## src/rtl/serial_rx_if.sv

```systemverilog
// Receive-side bundle of serial_rx: the last good byte plus its two strobes.
//   rx_data     : last correctly framed byte, held until the next good byte
//   new_rx_data : one-cycle pulse, rx_data valid in the same cycle
//   framing_err : one-cycle pulse when a stop bit is sampled low
// master drives the bundle (the receiver); slave observes it (the consumer).
interface serial_rx_if;
  logic [7:0] rx_data;
  logic       new_rx_data;
  logic       framing_err;

  modport master (output rx_data, output new_rx_data, output framing_err);
  modport slave  (input  rx_data, input  new_rx_data, input  framing_err);
endinterface

```

## src/rtl/serial_rx.sv

```systemverilog
// 8N1 UART receiver: synchronises rx, checks the start bit at mid-bit,
// samples eight data bits LSB-first at bit centres, then checks the stop bit.
// A good frame updates rx_data with a new_rx_data pulse; a low stop bit gives
// a framing_err pulse and the byte is dropped.
// Ports:
//   clk : system clock, rising edge
//   rst : asynchronous, active-low reset
//   rx  : raw serial line, asynchronous to clk, idles high
//   bus : serial_rx_if master (rx_data, new_rx_data, framing_err), all registered
module serial_rx #(
  parameter int unsigned CLK_PER_BIT = 100
) (
  input  logic         clk,
  input  logic         rst,
  input  logic         rx,
  serial_rx_if.master  bus
);

  localparam int unsigned HALF_BIT = CLK_PER_BIT / 2;
  localparam int unsigned CTR_W    = $clog2(CLK_PER_BIT);

  localparam logic [CTR_W-1:0] CTR_HALF_LAST = CTR_W'(HALF_BIT - 1);
  localparam logic [CTR_W-1:0] CTR_BIT_LAST  = CTR_W'(CLK_PER_BIT - 1);

  typedef enum logic [2:0] {
    IDLE      = 3'd0,
    START     = 3'd1,
    DATA      = 3'd2,
    STOP      = 3'd3,
    WAIT_IDLE = 3'd4
  } state_t;

  state_t           state_q, state_d;
  logic [CTR_W-1:0] ctr_q, ctr_d;
  logic [2:0]       bit_idx_q, bit_idx_d;
  logic [7:0]       shreg_q, shreg_d;
  logic [7:0]       rx_data_q, rx_data_d;
  logic             new_rx_data_q, new_rx_data_d;
  logic             framing_err_q, framing_err_d;
  logic             rx_m, rx_s;

  // Two-flop synchroniser; resets to the idle line level so reset cannot fake a start bit.
  always_ff @(posedge clk or negedge rst) begin
    if (!rst) begin
      rx_m <= 1'b1;
      rx_s <= 1'b1;
    end else begin
      rx_m <= rx;
      rx_s <= rx_m;
    end
  end

  // State and datapath registers.
  always_ff @(posedge clk or negedge rst) begin
    if (!rst) begin
      state_q       <= IDLE;
      ctr_q         <= '0;
      bit_idx_q     <= '0;
      shreg_q       <= '0;
      rx_data_q     <= '0;
      new_rx_data_q <= 1'b0;
      framing_err_q <= 1'b0;
    end else begin
      state_q       <= state_d;
      ctr_q         <= ctr_d;
      bit_idx_q     <= bit_idx_d;
      shreg_q       <= shreg_d;
      rx_data_q     <= rx_data_d;
      new_rx_data_q <= new_rx_data_d;
      framing_err_q <= framing_err_d;
    end
  end

  // Next-state and datapath update.
  always_comb begin
    state_d       = state_q;
    ctr_d         = ctr_q;
    bit_idx_d     = bit_idx_q;
    shreg_d       = shreg_q;
    rx_data_d     = rx_data_q;
    new_rx_data_d = 1'b0;
    framing_err_d = 1'b0;

    case (state_q)
      IDLE: begin
        if (!rx_s) begin
          state_d = START;
          ctr_d   = '0;
        end
      end

      // A start bit that is high again at mid-bit is treated as a glitch.
      START: begin
        if (ctr_q == CTR_HALF_LAST) begin
          ctr_d = '0;
          if (!rx_s) begin
            state_d   = DATA;
            bit_idx_d = '0;
          end else begin
            state_d = IDLE;
          end
        end else begin
          ctr_d = ctr_q + CTR_W'(1);
        end
      end

      // LSB arrives first, so each bit enters at the MSB and walks down.
      DATA: begin
        if (ctr_q == CTR_BIT_LAST) begin
          shreg_d   = {rx_s, shreg_q[7:1]};
          ctr_d     = '0;
          bit_idx_d = bit_idx_q + 3'd1;
          if (bit_idx_q == 3'd7) begin
            state_d = STOP;
          end
        end else begin
          ctr_d = ctr_q + CTR_W'(1);
        end
      end

      // Leaving at the stop-bit centre lets a back-to-back start bit be caught.
      STOP: begin
        if (ctr_q == CTR_BIT_LAST) begin
          ctr_d = '0;
          if (rx_s) begin
            rx_data_d     = shreg_q;
            new_rx_data_d = 1'b1;
            state_d       = IDLE;
          end else begin
            framing_err_d = 1'b1;
            state_d       = WAIT_IDLE;
          end
        end else begin
          ctr_d = ctr_q + CTR_W'(1);
        end
      end

      // Ride out a line break before hunting for the next start bit.
      WAIT_IDLE: begin
        if (rx_s) begin
          state_d = IDLE;
        end
      end

      default: begin
        state_d = IDLE;
        ctr_d   = '0;
      end
    endcase
  end

  assign bus.rx_data     = rx_data_q;
  assign bus.new_rx_data = new_rx_data_q;
  assign bus.framing_err = framing_err_q;

endmodule

```

## src/flat_wrapper.sv

```systemverilog
// flat-port wrapper written by rule: the top's interface ports become plain ports
module serial_rx_flat 
#(
  parameter int unsigned CLK_PER_BIT = 100
)
  (clk, rst, rx, bus_rx_data, bus_new_rx_data, bus_framing_err);
  serial_rx_if bus_i ();
  input  logic clk;
  input  logic rst;
  input  logic rx;
  output wire logic [$bits(bus_i.rx_data)-1:0] bus_rx_data;
  output wire logic [$bits(bus_i.new_rx_data)-1:0] bus_new_rx_data;
  output wire logic [$bits(bus_i.framing_err)-1:0] bus_framing_err;
  assign bus_rx_data = bus_i.rx_data;
  assign bus_new_rx_data = bus_i.new_rx_data;
  assign bus_framing_err = bus_i.framing_err;
  serial_rx #(.CLK_PER_BIT(CLK_PER_BIT)) u_core (.clk(clk), .rst(rst), .rx(rx), .bus(bus_i));
endmodule
```

## config.mk

```make
export PLATFORM = sky130hd
export DESIGN_NAME = serial_rx_flat
export DESIGN_NICKNAME = d
export VERILOG_FILES = /design/src/rtl/serial_rx_if.sv /design/src/rtl/serial_rx.sv /design/src/flat_wrapper.sv
export SDC_FILE = /design/constraint.sdc
export NUM_CORES = 1
export LEC_CHECK = 0
export BUFFER_PORTS_ARGS = -buffer_cell sky130_fd_sc_hd__buf_2
export CORE_ASPECT_RATIO = 1.5
export CORE_MARGIN = 2
export CORE_UTILIZATION = 35
export DETAILED_ROUTE_END_ITERATION = 6
export PLACE_DENSITY = 0.62
export SETUP_SLACK_MARGIN = 0.15
export SLEW_MARGIN = 20
export SYNTH_ARGS = -nofsm -noshare
export SYNTH_HDL_FRONTEND = slang
export SYNTH_SLANG_ARGS = --single-unit
```

## constraint.sdc

```tcl
create_clock -name clk -period 1.85 [get_ports clk]
set_input_delay 0.37 -clock clk [delete_from_list [all_inputs] [get_ports clk]]
set_output_delay 0.37 -clock clk [all_outputs]
set_load 0.02 [all_outputs]
```

==> summary.txt <==
Place
  – PortBufs: 12
  – Gp weighted congestion: 0.760
  – Place WS: -29.7 ps
  – HPWL after DPL: 1.99 mm

Clock network
  – Clock sink total: 33
  – Clock Tree Buf Depth: 2
  – Worst-path clk slew: 60 ps
  – CTS buffer count: 5
  – TritonCTS clock tree: yes
  – Clk root buf: clkbuf_8
  – Worst-Skew Late Latency: 270 ps
  – Htree depth: 2
  – Hold_buf cts: 0

Route
  – DR DRC count: 0
  – Final antenna-violating net count: 0
  – DRT Pass-1 Iters: 4
  – Vias per cell: 5.33
  – Drt wl/cell: 14.6 microns
  – DRT Wirelength: 2.91 mm
  – Vias: 1066
  – DR iter-0 viols: 31

GRT
  – Number of antenna violations at the first check in global routing: 0
  – Total Routing Usage GR: 13.7%
  – Total congestion overflow: 0
  – Pin count of the biggest net entering global routing: 34
  – First-pass GRT wire length: 5.15 mm
  – Vias in the first global route: 1101

Status
  – Outcome: finished clean

Timing
  – Tmin final: 1810 ps
  – Worst setup margin: 43.1 ps
  – Final setup vio count: 0
  – Fin crit share: 97.7%
  – Max_slew headroom: 52.9%
  – RSZ-0062 raised after global routing: yes
  – Fmax: 553 MHz
  – Final Max Slew Viols: 0
  – Fin. Hold Viols: 0
  – Worst Clk Skew: 2.83 ps
  – Worst Max-Slew Pin Slew: 706 ps

Synth
  – Commonest cells in the netlist: dfrtp_1 (31), mux2_2 (17), nand2_1 (9)
  – Top cell type by total area after synthesis: dfrtp_1
  – Post-synthesis xor/xnor area fraction: 1.75%
  – Top FF cell, synth: dfrtp_1
  – Mapped Area: 1500 sq um
  – Ys async rst share: 100%
  – Synth top area share: 51.6%
  – Simple-gate share of the synthesized area: 12.8%
  – Post-synth EDFFs: 0
  – Yosys reg bits: 33
  – Largest family of logic cells by synthesized area: simple AND/OR/NAND/NOR gates
  – Post-Synth Adder-Cell Area: 3.33%
  – Syn Inst Count: 124
  – Mean Syn Cell Area: 12.1 sq um
  – Cell variety after synth: 34
  – Syn_nets: 131
  – Leading post-synthesis cells by cell area: dfrtp_1 (52%), mux2_2 (13%), dfstp_2 (3.5%)
  – Mux cell area share after synthesis: 12.7%
  – Most common cell in the synthesized netlist: dfrtp_1
  – Compound-Gate Fraction of Synth Area: 11.2%
  – Sequential share of the synthesized area: 55.1%
  – Count of synthesis-stage warnings from yosys: 0

Finish
  – Fill cell total of the finished layout: 370
  – Ratio of cells with drive above 1 in the final layout: 46.1%
  – Area delta synth->final: 29.7%
  – Inserted Diodes: 0
  – Post-layout util: 46.7%
  – Fin nets: 161

Critical path
  – R2r endpoint: u_core.shreg_q[1]
  – Crit path launch: u_core.ctr_q[2]
  – Endpoint class of the critical path: register
  – Critical R2R Launch: u_core.ctr_q[2]
  – Reg2reg path depth: 5
  – CP Class: register to register
  – CP Cell Sequence: or3b_4 -> nor3_4 -> nor3b_4 -> buf_12 -> mux2_4
  – Biggest fanout along the worst timing path: 8
  – CP Launch Type: register
  – Crit path arrival time: 1970 ps
  – Slowest cell on crit path: or3b_4
  – Req. time, crit path: 2010 ps
  – CP peak stage delay: 420 ps
  – End of the critical path: u_core.shreg_q[1]
  – R2R Setup Slk: 40 ps

Die
  – Initial Util: 36.0%
  – Core area: 4170 sq um
  – Num ports: 13
  – DIE AREA: 4850 sq um
  – Die width: 57.5 microns
  – Row cnt: 29
  – Chip Height: 84.3 microns

Pwr
  – Net Sw Frac: 19.3%
  – Static leakage: 0.921 nW
  – Reg power frac: 57.7%
  – Internal power: 1.02 mW
  – Net Sw Power: 0.245 mW
  – Clock network power share: 40.9%
  – Maximum vdd drop: 0.512 mV
  – Comb pwr share: 1.4%
  – Power Density: 650 nW/um^2

Min path
  – Hold crit path type: input port to async pin

Flow run
  – Max cap viols: 0
[critical path: cells and delay by family, from the launching register on]
| family | cells | cell delay, ps |
|---|---|---|
| and+or+nand+nor | 3 | 840 |
| DFF | 1 | 380 |
| muxes | 1 | 300 |
| buffers and inverters | 1 | 170 |
[flip-flops by register name, indices dropped and copies added, names as in the netlist]
| signal | cells |
|---|---|
| u_core.bus.rx_data | 8 |
| u_core.shreg_q | 8 |
| u_core.ctr_q | 7 |
| u_core.bit_idx_q | 3 |
| u_core.state_q | 3 |
| u_core.bus.framing_err | 1 |
| u_core.bus.new_rx_data | 1 |
| u_core.rx_m | 1 |
| u_core.rx_s | 1 |
[through the flow]
step                      instances  hold slack (ps)  cell area, sq um  TNS [ps]  power [mW]
after floorplan                 124             74.4              1540      -280       0.744
after CTS                       199              172              1880         0        1.29
after detailed placement        188              349              1720      -161       0.761
final                           200              147              1950         0        1.27
after global routing            200              179              1950     -50.5        1.32
after global placement          188              346              1720         0       0.760
[metal layers]
layer / GRT usage, % / up-vias / share of wire [%]
met2: 22.8 / 22 / 54
met4: 5.29 / 0 / 1.9
met1: 16.1 / 525 / 40
met5: 0 / - / 0
li1: - / 513 / -
met3: 4.31 / 6 / 3.5
[what timing repair did]
action | CTS | global route
endpoints found under the setup margin | 28 | 28
pin swaps | 4 | 5
resized for setup | 12 | 17
buffers inserted | 3 | 1
gates cloned | 1 | 0
[cell type report]
| cell class | instances | area (sq um) | share of cell area (%) |
|---|---|---|---|
| clock buffer | 7 | 86.3 | 4.43 |
| timing repair buffer | 27 | 193 | 9.88 |
| tap | 46 | 57.6 | 2.95 |
| sequential | 33 | 831 | 42.6 |
| inverter | 5 | 18.8 | 0.962 |
| multi-input combinational | 82 | 764 | 39.2 |
[worst min path at each step]
stage	cells past startpoint	slack [ps]	from	endpoint
2_1_floorplan	0	70	rst	u_core.bit_idx_q[0]
3_3_place_gp	0	350	u_core.rx_m	u_core.rx_s
3_5_place_dp	0	350	u_core.rx_m	u_core.rx_s
4_1_cts	1	170	rst	u_core.state_q[1]
5_1_grt	1	180	rx	u_core.rx_m
6_report	1	150	rst	u_core.bus.rx_data[4]
[power groups by stage]
stage | Clock [mW] | Sequential, mW | Combinational (mW)
final | 0.519 | 0.731 | 0.0177
after global routing | 0.570 | 0.731 | 0.0220
after CTS | 0.541 | 0.730 | 0.0193
after detailed placement | 0 | 0.742 | 0.0193
after global placement | 0 | 0.742 | 0.0184
after floorplan | 0 | 0.739 | 0.00482
[cell families (layout without fill, tap and decap cells)]
logic type,Yosys count,in the layout
AOI/OAI and AO/OA,24,24
xor gates and xnor gates,3,3
adders and majority gates,4,4
buffers and inverters,10,39
DFF,33,33
muxes,17,17
and+or+nand+nor,33,34
[cell usage in the layout (no fill, tap or decap), drive strengths merged, types with 4 or more instances in the layout]
cell	n
a21oi	4
nor2	7
clkbuf	7
ha	4
nor3	4
mux2	17
o21ai	5
inv	5
nand2	9
buf	27
dfrtp	31
(Power assumes the default switching activity.)
